<file path="config.mk">
export PLATFORM = sky130hd
export DESIGN_NAME = uart_transmitter
export DESIGN_NICKNAME = d
export VERILOG_FILES = /design/src/rtl/uart_transmitter.sv
export SDC_FILE = /design/constraint.sdc
export NUM_CORES = 1
export LEC_CHECK = 0
export ABC_AREA = 1
export BUFFER_PORTS_ARGS = -buffer_cell sky130_fd_sc_hd__buf_2
export CAP_MARGIN = 20
export CELL_PAD_IN_SITES_DETAIL_PLACEMENT = 1
export CELL_PAD_IN_SITES_GLOBAL_PLACEMENT = 1
export CORE_ASPECT_RATIO = 2
export CORE_MARGIN = 2
export CORE_UTILIZATION = 40
export CTS_CLUSTER_DIAMETER = 60
export CTS_CLUSTER_SIZE = 8
export DETAILED_ROUTE_END_ITERATION = 12
export PLACE_DENSITY = 0.76
export SETUP_SLACK_MARGIN = 0.3
export SKIP_LAST_GASP = 1
export SLEW_MARGIN = 40
export SYNTH_ARGS = -nofsm -noshare
export SYNTH_HDL_FRONTEND = slang
export SYNTH_SLANG_ARGS = --single-unit
</file>
<file path="constraint.sdc">
create_clock -name clk -period 2.4 [get_ports clk]
set_input_delay 0.72 -clock clk [delete_from_list [all_inputs] [get_ports clk]]
set_output_delay 0.72 -clock clk [all_outputs]
set_load 0.03 [all_outputs]
</file>
<file path="src/rtl/uart_transmitter.sv">
// Drains 32-bit words from a standard FIFO and sends each one as FIFO_RD_BYTE 8N1 frames.
// Bytes go out most-significant first, and each byte is sent LSB first.
module uart_transmitter #(
  parameter int UART_BPS      = 'd9600,
  parameter int CLK_FREQ      = 'd50_000_000,
  parameter int FIFO_RD_WIDTH = 'd32,
  parameter int FIFO_RD_BYTE  = 'd4
) (
  input  logic                     clk,
  input  logic                     rst,
  input  logic                     fifo_empty,
  input  logic [FIFO_RD_WIDTH-1:0] fifo_rd_data,
  output logic                     fifo_rd_en,
  output logic                     tx,
  output logic                     busy
);

  localparam int BAUD_CNT_MAX = CLK_FREQ / UART_BPS;
  localparam int BAUD_W       = $clog2(BAUD_CNT_MAX);
  localparam int BYTE_W       = (FIFO_RD_BYTE > 1) ? $clog2(FIFO_RD_BYTE) : 1;

  localparam logic [BAUD_W-1:0] BAUD_LAST = BAUD_W'(BAUD_CNT_MAX - 1);
  localparam logic [BYTE_W-1:0] BYTE_LAST = BYTE_W'(FIFO_RD_BYTE - 1);

  typedef enum logic [1:0] {IDLE, RD, LOAD, SEND} state_t;

  state_t                   state, next_state;
  logic [FIFO_RD_WIDTH-1:0] word_reg;
  logic [BAUD_W-1:0]        baud_cnt;
  logic [3:0]               bit_idx;
  logic [BYTE_W-1:0]        byte_idx;
  logic [7:0]               sel_byte;
  logic                     baud_wrap, bit_last, byte_last;
  logic                     tx_d, rd_en_d;

  assign baud_wrap = (baud_cnt == BAUD_LAST);
  assign bit_last  = (bit_idx == 4'd9);
  assign byte_last = (byte_idx == BYTE_LAST);
  assign sel_byte  = 8'(word_reg >> (8 * (FIFO_RD_BYTE - 1 - int'(byte_idx))));

  always_ff @(posedge clk or posedge rst) begin
    if (rst) state <= IDLE;
    else     state <= next_state;
  end

  always_comb begin
    next_state = state;
    case (state)
      IDLE:    if (!fifo_empty) next_state = RD;
      RD:      next_state = LOAD;
      LOAD:    next_state = SEND;
      SEND:    if (baud_wrap && bit_last && byte_last) next_state = IDLE;
      default: next_state = IDLE;
    endcase
  end

  // tx_d is the line level for the bit that begins on the coming edge.
  always_comb begin
    tx_d    = tx;
    rd_en_d = 1'b0;
    case (state)
      IDLE: begin
        tx_d    = 1'b1;
        rd_en_d = !fifo_empty;
      end
      LOAD: tx_d = 1'b0;
      SEND: begin
        if (baud_wrap) begin
          if (bit_last)            tx_d = byte_last;
          else if (bit_idx == 4'd8) tx_d = 1'b1;
          else                     tx_d = sel_byte[bit_idx[2:0]];
        end
      end
      default: tx_d = 1'b1;
    endcase
  end

  always_ff @(posedge clk or posedge rst) begin
    if (rst) begin
      tx         <= 1'b1;
      fifo_rd_en <= 1'b0;
      busy       <= 1'b0;
    end else begin
      tx         <= tx_d;
      fifo_rd_en <= rd_en_d;
      busy       <= (next_state != IDLE);
    end
  end

  always_ff @(posedge clk or posedge rst) begin
    if (rst) begin
      word_reg <= '0;
      baud_cnt <= '0;
      bit_idx  <= '0;
      byte_idx <= '0;
    end else begin
      case (state)
        LOAD: begin
          word_reg <= fifo_rd_data;
          baud_cnt <= '0;
          bit_idx  <= '0;
          byte_idx <= '0;
        end
        SEND: begin
          if (baud_wrap) begin
            baud_cnt <= '0;
            if (bit_last) begin
              bit_idx <= '0;
              if (!byte_last) byte_idx <= byte_idx + 1'b1;
            end else begin
              bit_idx <= bit_idx + 4'd1;
            end
          end else begin
            baud_cnt <= baud_cnt + 1'b1;
          end
        end
        default: ;
      endcase
    end
  end

endmodule

</file>
==> results of run 1 <==
-- synth_stat cells (2+ instances only) --
cell,n
nand2_1,71
dfrtp_1,55
nor2_1,47
inv_1,40
a21oi_1,29
nand3_1,29
mux2_2,12
o21ai_0,10
buf_2,5
nand2_2,4
nor3_2,4
xor2_1,4
buf_4,3
inv_2,3
o21ai_1,3
buf_1,2
ha_1,2
nand3b_1,2
o22ai_1,2
-- cell families (layout without fill, tap and decap cells) --
group                    after synthesis  in the layout  synth area share
buffers and inverters                 57             95           0.09047
XOR/XNOR                               5              5           0.01522
AND/OR/NAND/NOR                      164            164            0.2523
AO/OA/AOI/OAI                         47             47           0.09091
multiplexers                          13             13           0.05481
flip-flops                            56             56            0.4876
adder cells (fa/ha/maj)                2              2          0.008698
-- final timing paths --
kind	cells after the start	to	slack, ps
max	1	tx	660
min	2	word_reg[8]	440
max reg2reg	8	busy	840
min reg2reg	1	word_reg[7]	510
max in group asynchronous	3	tx	1320
min in group clk	1	word_reg[7]	510
-- metal layers --
layer,up-vias,GRT usage
met1,1145,0.1859
li1,1162,-
met4,0,0.08016
met2,30,0.3789
met3,12,0.02258
met5,-,0
-- stage by stage --
| stage | instances | area [sq um] | worst slack (ps) |
|---|---|---|---|
| 4_1_cts | 472 | 3302 | 650.4 |
| 3_3_place_gp | 464 | 3138 | 902.5 |
| 3_5_place_dp | 464 | 3138 | 855.1 |
| 6_report | 472 | 3302 | 659.7 |
| 2_1_floorplan | 344 | 2877 | 310.4 |
| 5_1_grt | 472 | 3302 | 632.1 |
-- report_power, final --
part | leakage, nW | switching, W | internal, W
Clock | 0.0808 | 0.000331 | 0.000492
Sequential | 0.666 | 0.0000103 | 0.000970
Combinational | 0.898 | 0.0000515 | 0.0000440
Total | 1.64 | 0.000393 | 0.00151
-- final cells by class --
type / count / area (sq um) / share of cell area
Tap cell: 90 / 112.6 / 0.03410
Timing Repair Buffer: 42 / 235.2 / 0.07124
Clock inverter: 2 / 35.03 / 0.01061
Inverter: 45 / 173.9 / 0.05267
Multi-Input combinational cell: 231 / 1214 / 0.3676
Clock buffer: 6 / 128.9 / 0.03903
Sequential cell: 56 / 1403 / 0.4248
==> flow_summary.json, run 1 <==
{
  "outcome": "complete, no violations",
  "cts_root_buf": "clkbuf_16",
  "critPathTopFamily": "flip-flops",
  "final_util": 0.4758,
  "cap_violations": 0,
  "drc_errors": 0,
  "cp_data_required_time_ps": 1680,
  "insertion_delay_ps": 290,
  "final_cell_mix": "71 x nand2_1, 55 x dfrtp_1, 47 x nor2_1",
  "end_kind": "output pin",
  "setup_viol": 0,
  "vias_per_cell": 4.977,
  "crit_start": "tx",
  "cts_buffers": 5,
  "clock_sinks": 56,
  "final_common_cell": "nand2_1",
  "postCtsSetupBuffers": 0,
  "clock_path_buffers": 2,
  "crit_type": "register to output pin",
  "routed_wirelength_um": 6788,
  "place_congestion": 0.8529,
  "cts_resized": 0,
  "drtIter0Drc": 84,
  "reg2reg_from": "baud_cnt[0]",
  "syn_nets": 381,
  "die_w_um": 63.97,
  "setup_tns_ps": 0,
  "antenna_cells": 0,
  "drive_gt1_frac": 0.2147,
  "antenna_found_initial": 0,
  "routed-wl-met3_um": 124,
  "ir_drop_mv": 0.4141,
  "grt_pass1_vias": 2593,
  "area_delta_synth_final_pct": 14.79,
  "slowest_stage": "dfstp_2",
  "synth_top_area_share": 0.4785,
  "finalPower_w": 0.001899,
  "initial_utilization": 0.4145,
  "worst_slew_pin_slew_ps": 496.8,
  "syn_inst": 344,
  "pwr_density_cell_nw_per_um2": 575.2,
  "final_antenna_net_count": 0,
  "core_area_sq_um": 6940,
  "port_buffers": 37,
  "grt_util_all_layers": 0.1880,
  "critPathMaxStageDelay_ps": 540,
  "postCtsHoldBufs": 0,
  "grt_max_degree": 36,
  "h-tree-depth": 2,
  "synthFlopType": "dfrtp_1",
  "top_layer": "met4",
  "synth-edff-count": 0,
  "arrival_ps": 1020,
  "worst_setup_path_start_kind": "register",
  "finalHoldWorstSlack_ps": 442.1,
  "num_io_pins": 38,
  "dr_total_vias": 2349,
  "syn_area_per_cell_sq_um": 8.362,
  "min_period_ps": 1740,
  "drt-pass1-iter-count": 4,
  "hold_viol_final": 0,
  "synthDistinctLibCells": 36,
  "overflow": 0,
  "yosys.area.top_type": "dfrtp_1",
  "yosys-top-cells-area": "dfrtp_1 48%, nand2_1 9.3%, nor2_1 6.1%",
  "slew_headroom": 0.6683,
  "skew_ps": 5.301,
  "power_leakage_nw": 1.645,
  "dieArea_sq_um": 7927,
  "clkSlewWorstSetupHoldPaths_ps": 70,
  "largest_reg_flops": 32,
  "yosysSeqAreaShare": 0.4876,
  "finalMaxSlewViolations": 0,
  "fin_crit_sh": 0.7251,
  "syn_area_sq_um": 2877,
  "clock.fmax_mhz": 574.6,
  "synth-async-reset-ratio": 1.000,
  "hp-class": "input port to asynchronous set/reset pin",
  "die_h_um": 123.9,
  "synth-seq-cells": 56,
  "cts_tree": "yes",
  "rsz0062_at_grt": "false",
  "critical_path.cell_chain": "buf_2",
  "drt-met1-wl_um": 2496,
  "wl_met2_um": 4009,
  "yosysWarnings": 0,
  "worst-path-buf-inv": 1,
  "final_net_count": 418,
  "fillers": 861,
  "std_cell_rows": 43,
  "place_hpwl_um": 5273,
  "wl_per_cell_um": 14.38,
  "crit_fanout": 2,
  "grt_pass1_wl_um": 11500
}
(Power assumes the default switching activity.)
==> run 2: changes to the inputs <==
--- a/config.mk
+++ b/config.mk
@@ -12,11 +12,11 @@
 export CELL_PAD_IN_SITES_GLOBAL_PLACEMENT = 1
 export CORE_ASPECT_RATIO = 2
 export CORE_MARGIN = 2
-export CORE_UTILIZATION = 40
+export CORE_UTILIZATION = 39
 export CTS_CLUSTER_DIAMETER = 60
 export CTS_CLUSTER_SIZE = 8
 export DETAILED_ROUTE_END_ITERATION = 12
-export PLACE_DENSITY = 0.76
+export PLACE_DENSITY = 0.77
 export SETUP_SLACK_MARGIN = 0.3
 export SKIP_LAST_GASP = 1
 export SLEW_MARGIN = 40
==> constraint.sdc (replaced) <==
create_clock -name clk -period 1.6 [get_ports clk]
set_input_delay 0.48 -clock clk [delete_from_list [all_inputs] [get_ports clk]]
set_output_delay 0.48 -clock clk [all_outputs]
set_load 0.03 [all_outputs]
==> run 2 against run 1 <==
  * First-iteration DRC count down 49%
  * Register-to-register slack worse by 710 ps
  * Worst hold slack worse by 280 ps
  * Wire length up 7.9%
  * Sequential power up 50%
  * Via count up 4.0%
  * Utilization up 3.8 points
==> flow_summary.json, run 2 (synthesis gave the netlist of run 1 again) <==
{
  "finalMaxSlewViolations": 0,
  "antenna_cells": 0,
  "grt_max_degree": 27,
  "area_delta_synth_final_pct": 28.80,
  "critical_path.cell_chain": "ha_4 -> nand4_1 -> inv_1 -> nand3b_1 -> nand2_2 -> nand2_4 -> clkinv_8 -> nand3_2 -> o21ai_1",
  "final_net_count": 437,
  "postCtsHoldBufs": 0,
  "slowest_stage": "dfrtp_1",
  "cp_data_required_time_ps": 1780,
  "outcome": "complete, no violations",
  "cap_violations": 0,
  "clock_sinks": 56,
  "initial_utilization": 0.3989,
  "min_period_ps": 1469,
  "skew_ps": 4.628,
  "dr_total_vias": 2443,
  "critPathMaxStageDelay_ps": 420,
  "grt_pass1_wl_um": 12740,
  "r2r_end": "bit_idx[3]",
  "arrival_ps": 1650,
  "die_h_um": 125.5,
  "cts_root_buf": "clkbuf_16",
  "wl_per_cell_um": 14.86,
  "final_common_cell": "nand2_1",
  "dieArea_sq_um": 8120,
  "reg2reg_from": "baud_cnt[1]",
  "largest_reg_flops": 32,
  "end_kind": "register",
  "std_cell_rows": 44,
  "clock.fmax_mhz": 680.9,
  "final_cell_mix": "64 x nand2_1, 50 x dfrtp_1, 41 x nor2_1",
  "core_area_sq_um": 7212,
  "h-tree-depth": 2,
  "cts_buffers": 5,
  "routed_wirelength_um": 7324,
  "antenna_found_initial": 0,
  "ff_latch_area_sq_um": 1409,
  "regToRegSetupSlack_ps": 130,
  "fillers": 880,
  "multiInputGateArea_sq_um": 1416,
  "slew_headroom": 0.7458,
  "setup_tns_ps": 0,
  "place_hpwl_um": 5485,
  "drtIter0Drc": 43,
  "insertion_delay_ps": 290,
  "worst_setup_path_start_kind": "register",
  "grt_pass1_vias": 2745,
  "hold_viol_final": 0,
  "crit_type": "register to register",
  "final_util": 0.5137,
  "rsz0062_at_grt": "true",
  "clock_path_buffers": 2,
  "final_antenna_net_count": 0,
  "place_congestion": 0.8328,
  "hp-class": "input port to asynchronous set/reset pin",
  "drive_gt1_frac": 0.3466,
  "overflow": 0,
  "vias_per_cell": 4.955,
  "port_buffers": 37,
  "drc_errors": 0,
  "fin_crit_sh": 0.9179,
  "num_io_pins": 38,
  "clkSlewWorstSetupHoldPaths_ps": 70,
  "cts_tree": "yes",
  "setup_viol": 0,
  "reg2reg_depth": 9,
  "grt_util_all_layers": 0.2035,
  "worst_slew_pin_slew_ps": 380.5,
  "pwr_density_cell_nw_per_um2": 732.4,
  "ir_drop_mv": 0.8658,
  "power_leakage_nw": 1.794,
  "die_w_um": 64.73,
  "drt-pass1-iter-count": 4,
  "crit_fanout": 6
}
## run 2: stage by stage
stage / std cells / worst slack [ps] / area [sq um] / power (W) / hold WS, ps
floorplan: 344 / 272.0 / 2885 / 0.001571 / 473.7
global placement: 474 / 126.1 / 3222 / 0.001640 / 488.4
detailed placement: 474 / 51.32 / 3222 / 0.001648 / 492.0
CTS: 493 / 98.71 / 3601 / 0.002761 / 172.1
global route: 493 / 34.90 / 3705 / 0.002834 / 191.6
finish: 493 / 131.3 / 3705 / 0.002713 / 167.0
## run 2: worst max-delay path by stage
stage	startpoint	endpoint	cells after the start
3_5_place_dp	baud_cnt[0]	baud_cnt[12]	8
4_1_cts	baud_cnt[0]	baud_cnt[10]	8
5_1_grt	baud_cnt[1]	baud_cnt[10]	8
3_3_place_gp	baud_cnt[0]	baud_cnt[10]	8
2_1_floorplan	baud_cnt[0]	baud_cnt[10]	8
6_report	baud_cnt[1]	bit_idx[3]	9
## run 2: layer usage
layer | part of all wire | routed length, um | vias up | GRT usage
li1 | - | - | 1209 | -
met5 | 0 | 0 | - | 0
met1 | 0.35 | 2575 | 1175 | 0.2055
met3 | 0.018 | 133 | 20 | 0.02248
met4 | 0.048 | 348 | 0 | 0.1126
met2 | 0.58 | 4268 | 39 | 0.3863
## run 2: area by class of cell
type | count | area share
clock buffers | 8 | 0.03951
multi-input cells | 231 | 0.3823
flip-flops and latches | 56 | 0.3803
inverters | 45 | 0.05201
repair buffers | 60 | 0.1125
repair inverters | 1 | 0.002364
well taps | 92 | 0.03107
## run 2: critical path, delay by kind of cell, from the launching register on
kind                       cells  cell delay, ps
and+or+nand+nor                5             510
DFF                            1             420
adders and majority gates      1             200
buffers and inverters          2             160
AOI/OAI and AO/OA              1              60
## run 2: report_power, final
| group | switching, W | internal [W] |
|---|---|---|
| logic | 0.0000770 | 0.0000680 |
| clock network | 0.000472 | 0.000625 |
| registers | 0.0000152 | 0.00146 |
## run 2: repair_timing
action / in CTS / in global routing
buffers inserted: 10 / 0
resized for setup: 47 / 27
endpoints found under the setup margin: 56 / 32
gates cloned: 1 / 0
pin swaps: 12 / 11
